==> src/rtl/run_interruption_update.sv <==
// JPEG-LS run-interruption stage: selects the RItype context, searches Golomb k serially,
// maps Errval to EMErrval and produces the updated (A, Nn, N) context for write-back.
module run_interruption_update #(
    parameter int unsigned RESET_TH = 64,
    parameter int unsigned K_MAX    = 15
) (
    input  logic        clk,
    input  logic        reset,
    input  logic        in_valid,
    output logic        in_ready,
    input  logic        ri_type,
    input  logic [7:0]  errval,
    input  logic [12:0] A_0,
    input  logic [12:0] A_1,
    input  logic [6:0]  Nn_0,
    input  logic [6:0]  Nn_1,
    input  logic [6:0]  N_0,
    input  logic [6:0]  N_1,
    output logic        out_valid,
    input  logic        out_ready,
    output logic [3:0]  k,
    output logic [8:0]  emerrval,
    output logic        ctx_we,
    output logic        ctx_ritype,
    output logic [12:0] A_new,
    output logic [6:0]  Nn_new,
    output logic [6:0]  N_new
);

    typedef enum logic [1:0] {IDLE, KCALC, EMIT} state_t;

    state_t      r_state, w_next;
    logic [7:0]  r_err;
    logic        r_ri;
    logic [12:0] r_a;
    logic [6:0]  r_nn, r_n;
    logic [13:0] r_temp;
    logic [3:0]  r_k, r_k_out;
    logic [8:0]  r_em;
    logic [12:0] r_a_new;
    logic [6:0]  r_nn_new, r_n_new;
    logic        r_ctx_ri, r_we;

    logic [12:0] w_sel_a;
    logic [6:0]  w_sel_nn, w_sel_n;
    logic [13:0] w_temp;
    logic [20:0] w_shift;
    logic        w_kdone;
    logic        w_neg, w_pos, w_map, w_half;
    logic [7:0]  w_abs, w_nn2, w_n8, w_nnp;
    logic [8:0]  w_em;
    logic [9:0]  w_inc;
    logic [13:0] w_asum;
    logic [12:0] w_asat, w_a_fin;
    logic [6:0]  w_nn_fin, w_n_fin;

    assign w_sel_a  = ri_type ? A_1  : A_0;
    assign w_sel_nn = ri_type ? Nn_1 : Nn_0;
    assign w_sel_n  = ri_type ? N_1  : N_0;
    assign w_temp   = ri_type ? ({1'b0, w_sel_a} + {8'd0, w_sel_n[6:1]}) : {1'b0, w_sel_a};

    assign w_shift = 21'(r_n) << r_k;
    assign w_kdone = (w_shift >= {7'd0, r_temp}) || (r_k == 4'(K_MAX));

    // Error mapping; errval==0 forces map=0 and the result clamps to zero.
    assign w_neg = r_err[7];
    assign w_pos = !r_err[7] && (r_err != 8'd0);
    assign w_abs = w_neg ? (8'd0 - r_err) : r_err;
    assign w_nn2 = {r_nn, 1'b0};
    assign w_n8  = {1'b0, r_n};
    assign w_map = (r_k == 4'd0 && w_pos && w_nn2 < w_n8)
                || (w_neg && w_nn2 >= w_n8)
                || (w_neg && r_k != 4'd0);
    assign w_em  = (r_err == 8'd0) ? '0
                 : ({w_abs, 1'b0} - {8'd0, r_ri} - {8'd0, w_map});

    assign w_inc    = ({1'b0, w_em} + 10'd1 - {9'd0, r_ri}) >> 1;
    assign w_asum   = {1'b0, r_a} + {4'd0, w_inc};
    assign w_asat   = w_asum[13] ? '1 : w_asum[12:0];
    assign w_nnp    = {1'b0, r_nn} + {7'd0, w_neg};
    assign w_half   = (r_n == 7'(RESET_TH));
    assign w_a_fin  = w_half ? (w_asat >> 1) : w_asat;
    assign w_nn_fin = w_half ? w_nnp[7:1] : w_nnp[6:0];
    assign w_n_fin  = (w_half ? (r_n >> 1) : r_n) + 7'd1;

    always_ff @(posedge clk or posedge reset) begin
        if (reset) r_state <= IDLE;
        else       r_state <= w_next;
    end

    always_comb begin
        w_next    = r_state;
        in_ready  = 1'b0;
        out_valid = 1'b0;
        case (r_state)
            IDLE: begin
                in_ready = 1'b1;
                if (in_valid) w_next = KCALC;
            end
            KCALC: if (w_kdone) w_next = EMIT;
            EMIT: begin
                out_valid = 1'b1;
                if (out_ready) w_next = IDLE;
            end
            default: w_next = IDLE;
        endcase
    end

    always_ff @(posedge clk or posedge reset) begin
        if (reset) begin
            r_err    <= '0;
            r_ri     <= 1'b0;
            r_a      <= '0;
            r_nn     <= '0;
            r_n      <= '0;
            r_temp   <= '0;
            r_k      <= '0;
            r_k_out  <= '0;
            r_em     <= '0;
            r_a_new  <= '0;
            r_nn_new <= '0;
            r_n_new  <= '0;
            r_ctx_ri <= 1'b0;
            r_we     <= 1'b0;
        end else begin
            r_we <= 1'b0;
            case (r_state)
                IDLE: if (in_valid) begin
                    r_err  <= errval;
                    r_ri   <= ri_type;
                    r_a    <= w_sel_a;
                    r_nn   <= w_sel_nn;
                    r_n    <= w_sel_n;
                    r_temp <= w_temp;
                    r_k    <= '0;
                end
                KCALC: if (w_kdone) begin
                    r_k_out  <= r_k;
                    r_em     <= w_em;
                    r_a_new  <= w_a_fin;
                    r_nn_new <= w_nn_fin;
                    r_n_new  <= w_n_fin;
                    r_ctx_ri <= r_ri;
                    r_we     <= 1'b1;
                end else begin
                    r_k <= r_k + 4'd1;
                end
                default: ;
            endcase
        end
    end

    assign k          = r_k_out;
    assign emerrval   = r_em;
    assign ctx_we     = r_we;
    assign ctx_ritype = r_ctx_ri;
    assign A_new      = r_a_new;
    assign Nn_new     = r_nn_new;
    assign N_new      = r_n_new;

endmodule
==> config.mk <==
export PLATFORM = sky130hd
export DESIGN_NAME = run_interruption_update
export DESIGN_NICKNAME = d
export VERILOG_FILES = /design/src/rtl/run_interruption_update.sv
export SDC_FILE = /design/constraint.sdc
export NUM_CORES = 1
export LEC_CHECK = 0
export BUFFER_PORTS_ARGS = -buffer_cell sky130_fd_sc_hd__buf_2
export CAP_MARGIN = 30
export CELL_PAD_IN_SITES_DETAIL_PLACEMENT = 1
export CELL_PAD_IN_SITES_GLOBAL_PLACEMENT = 2
export CORE_ASPECT_RATIO = 1.5
export CORE_MARGIN = 2
export CORE_UTILIZATION = 38
export CTS_CLUSTER_DIAMETER = 80
export CTS_CLUSTER_SIZE = 8
export DETAILED_ROUTE_END_ITERATION = 8
export GPL_ROUTABILITY_DRIVEN = 0
export PLACE_DENSITY = 0.86
export SYNTH_ARGS = -nofsm -noshare
export SYNTH_HDL_FRONTEND = slang
export SYNTH_SLANG_ARGS = --single-unit
==> constraint.sdc <==
create_clock -name clk -period 10.2 [get_ports clk]
set_input_delay 0 -clock clk [delete_from_list [all_inputs] [get_ports clk]]
set_output_delay 0 -clock clk [all_outputs]
set_load 0.01 [all_outputs]
==> results summary <==
The TritonCTS sink count came out at slightly below 100. The later-pin clock latency in the skew report is approximately 360 ps. TritonCTS built the clock tree.

For this design the top-level I/O count stands at 111. The count of filler cells inserted in the layout is 2309. The average size of a mapped cell came out at 8.79 um^2. The first-pass GRT wire length is 34400 um.

The critical path endpoint is A_new[8]$_DFFE_PP0P_. The clock passes through at most 2 buffers. The total global-route track usage came out at 21.8%. The count of buffers added on input and output ports is 110. The number of warnings printed during yosys synthesis came out at 0. The slowest stage of the critical path belongs to the cell sky130_fd_sc_hd__or3b_2. The synthesized design devotes to its leading area cell type 33.8% of total area. In this run the remaining antenna-violating nets after routing total 0. The number of buffers created by CTS came out at 9. STA classifies the critical path startpoint as a flip-flop. In this run, the number of DRC markers left after iteration 0 of detailed routing was 188. The worst register-to-register path begins at r_err[1]$_DFFE_PP0P_. Counting cells, the worst reg-to-reg path comes to 29. Hold is met by 8.33 ps. The tightest min-delay check is of the in2reg type.

The wire length per cell is about 18 um. At the worst endpoint, the required time is 10440 ps. The post-synthesis to final-layout area growth is 18.7%. Clock skew on the completed layout was measured at 7.17 ps. Summed over all failing endpoints, the final setup total negative slack is 0 ps. The number of synthesized flops with an enable pin is 0. The area of the multi-input gates came out at roughly 4400 um^2.

The maximum level of the CTS H-tree came out at 3. The cell area after synthesis came out at 7250 um^2. Measured along the y axis, the die boundary spans 173 um. After synthesis, the cell types taking the most area are sky130_fd_sc_hd__dfrtp_1, sky130_fd_sc_hd__ha_1, sky130_fd_sc_hd__mux2_2. Summing the sequential cell areas from Yosys gives 33.8% of the chip area. Clock tree synthesis selected as its root buffer the cell sky130_fd_sc_hd__clkbuf_16. The met2 track demand over resource in global routing is 39.5%. The flow ran to the end, and the final reports show no timing, DRC or antenna violations. In the synthesized netlist the dominant register cell turns out to be sky130_fd_sc_hd__dfrtp_1. The final hold violation count came out at 0.

The count of final setup violators is 0. The half-perimeter wire length after detailed placement is 16000 um. The synthesis-stage register bit count is between 90 and 100. The number of max-slew violations in the final report came out at 0.

The count of distinct cell types in the synthesized netlist is 74. The critical path is of the reg2reg type. The number of DRC violations after detailed routing came out at 0.

The global routing stage identified its most utilized layer as met2. For the pin with the worst max-slew slack, the measured transition is 764 ps. Using the TritonRoute via totals, the vias-per-cell ratio works out to 5.35. Entering global routing, the biggest net connects 75 pins. Measured along the x axis, the die boundary spans 117 um. The final critical delay including setup and external delays is 7600 ps. The antenna cell count came out at 0.

After clock tree synthesis, the repair step resized 0 gates. Clock-pin slew was measured on the worst setup and hold paths at 70 ps. The final net count is 1061. The final worst slack came out at between 2000 and 3000 ps. The post-detailed-routing wire length is 21200 um. The met3 track utilization from global routing came out at approximately 2.8%. The critical path data arrival time is 7840 ps. Of all flip-flops after synthesis, the portion carrying an async set or reset was 100%.

After layout, the worst path uses between 70% and 80% of the clock period. The setup slack at placement is 2610 ps. The row count is 61.

The setup check on the worst reg-to-reg path leaves a slack of 2600 ps. The core area came out at 18600 um^2. In the post-synthesis netlist, the cell with the most instances is sky130_fd_sc_hd__nand2_1. Synthesis produced a netlist with a net count of 948. The total congestion overflow after global routing is 0. The number of vias after detailed routing is around 6400.

The sort of element at the end of the critical path is a flip-flop. The maximum net fanout on the critical path is 10. Once the floorplan was initialized, standard cells occupied 38.9% of the core. The number of max-cap violations came out at 0.

The cell seen most often among critical-path stages is sky130_fd_sc_hd__ha_1. The total die area came out at 20200 um^2. The via count of the first global-routing pass is 6655. Across the whole layout, storage elements account for 2450 um^2. The met1 track demand over resource in global routing came out at around 26%. The most critical setup path has its startpoint at r_err[1]$_DFFE_PP0P_. The delay of the slowest cell on the worst path is 500 ps. The share of layout cells above drive strength 1 is roughly a fifth. The maximum operating frequency is 132 MHz. The cell count after synthesis is 824. The headroom to the max-slew limit came out at 49.1%. The pre-antenna-repair detailed-routing pass consisted of 4 iterations. The initial antenna violation count is 0. The synthesized design spends more area on one cell type than any other, namely sky130_fd_sc_hd__dfrtp_1. After synthesis, the most frequently instantiated cells are sky130_fd_sc_hd__nand2_1, sky130_fd_sc_hd__dfrtp_1, sky130_fd_sc_hd__o21ai_0.

Setup repair after global routing left no endpoint under its margin. The worst register-to-register path ends at A_new[8]$_DFFE_PP0P_.
[metrics by stage]
stage	util [%]	instance area, um^2	std cells
after global placement	42.8	7970	1145
after CTS	46.1	8580	1193
after floorplan	-	7250	824
after global routing	46.2	8600	1194
after detailed placement	42.8	7970	1145
final	46.2	8600	1194
[flip-flops by register name, summed over array words and instances, names as in the netlist]
| signal | flops |
|---|---|
| r_n | 7 |
| r_a | 13 |
| N_new | 7 |
| r_err | 8 |
| ctx_we | 1 |
| k | 4 |
| r_ri | 1 |
| r_k | 4 |
| r_nn | 7 |
| r_state | 2 |
| emerrval | 9 |
| Nn_new | 7 |
| A_new | 13 |
| r_temp | 14 |
| ctx_ritype | 1 |
[worst max-delay path, delay by kind of cell (launching register included)]
kind	cells	cell delay (ps)
mux	3	760
flops	1	450
buf+inv	3	260
xor+xnor	1	230
compound gates	8	1800
simple gates	8	2330
fa+ha+maj	6	1650
[cell usage in the layout (no fill, tap or decap), types with 17 or more instances in the layout]
cell                              n
sky130_fd_sc_hd__a21oi_1         32
sky130_fd_sc_hd__buf_2          110
sky130_fd_sc_hd__dfrtp_1         98
sky130_fd_sc_hd__dlygate4sd3_1   32
sky130_fd_sc_hd__ha_1            55
sky130_fd_sc_hd__inv_1           57
sky130_fd_sc_hd__mux2_2          45
sky130_fd_sc_hd__mux2i_1         29
sky130_fd_sc_hd__nand2_1        114
sky130_fd_sc_hd__nand3_1         27
sky130_fd_sc_hd__nor2_1          35
sky130_fd_sc_hd__o21ai_0         62
sky130_fd_sc_hd__xnor2_1         24
sky130_fd_sc_hd__xor2_1          17
[worst min-delay path by stage]
stage,from,endpoint,slack [ps],depth (start not counted)
5_1_grt,A_1[5],r_a[5]$_DFFE_PP0P_,30,4
4_1_cts,A_1[6],r_temp[6]$_DFFE_PP0P_,0.8,3
3_3_place_gp,reset,A_new[12]$_DFFE_PP0P_,9,2
6_report,A_1[6],r_temp[6]$_DFFE_PP0P_,8,3
3_5_place_dp,reset,A_new[12]$_DFFE_PP0P_,10,2
2_1_floorplan,errval[2],r_err[2]$_DFFE_PP0P_,110,2
[cells by family (layout without fill, tap and decap cells)]
kind of cell | count (synthesis) | in the layout | share of synthesized area [%]
simple gates | 262 | 262 | 17.4
xor+xnor | 41 | 41 | 4.96
fa+ha+maj | 57 | 57 | 10.0
flops | 98 | 98 | 33.8
compound gates | 184 | 184 | 16.5
buf+inv | 106 | 224 | 5.82
mux | 76 | 76 | 11.5
[metal layers]
layer / vias to the layer above / share of wire (%)
met3: 34 / 3.1
met5: - / 0
met4: 0 / 2.7
met1: 3120 / 40
li1: 3110 / -
met2: 124 / 54
[cell type report]
type / count / share of cell area, %
Tap cell: 252 / 3.66
Clock buffer: 10 / 2.78
Multi-Input combinational cell: 620 / 50.9
Timing Repair Buffer: 149 / 11.0
Inverter: 59 / 2.60
Sequential cell: 98 / 28.5
Clock inverter: 6 / 0.553
[timing repair]
action / CTS / global route
hold endpoints to repair: 47 / 0
buffers inserted: 0 / 0
hold buffers: 32 / 0
Power is not shown: default switching activity piles up to over one toggle a cycle in this logic, so the estimate is an artifact.
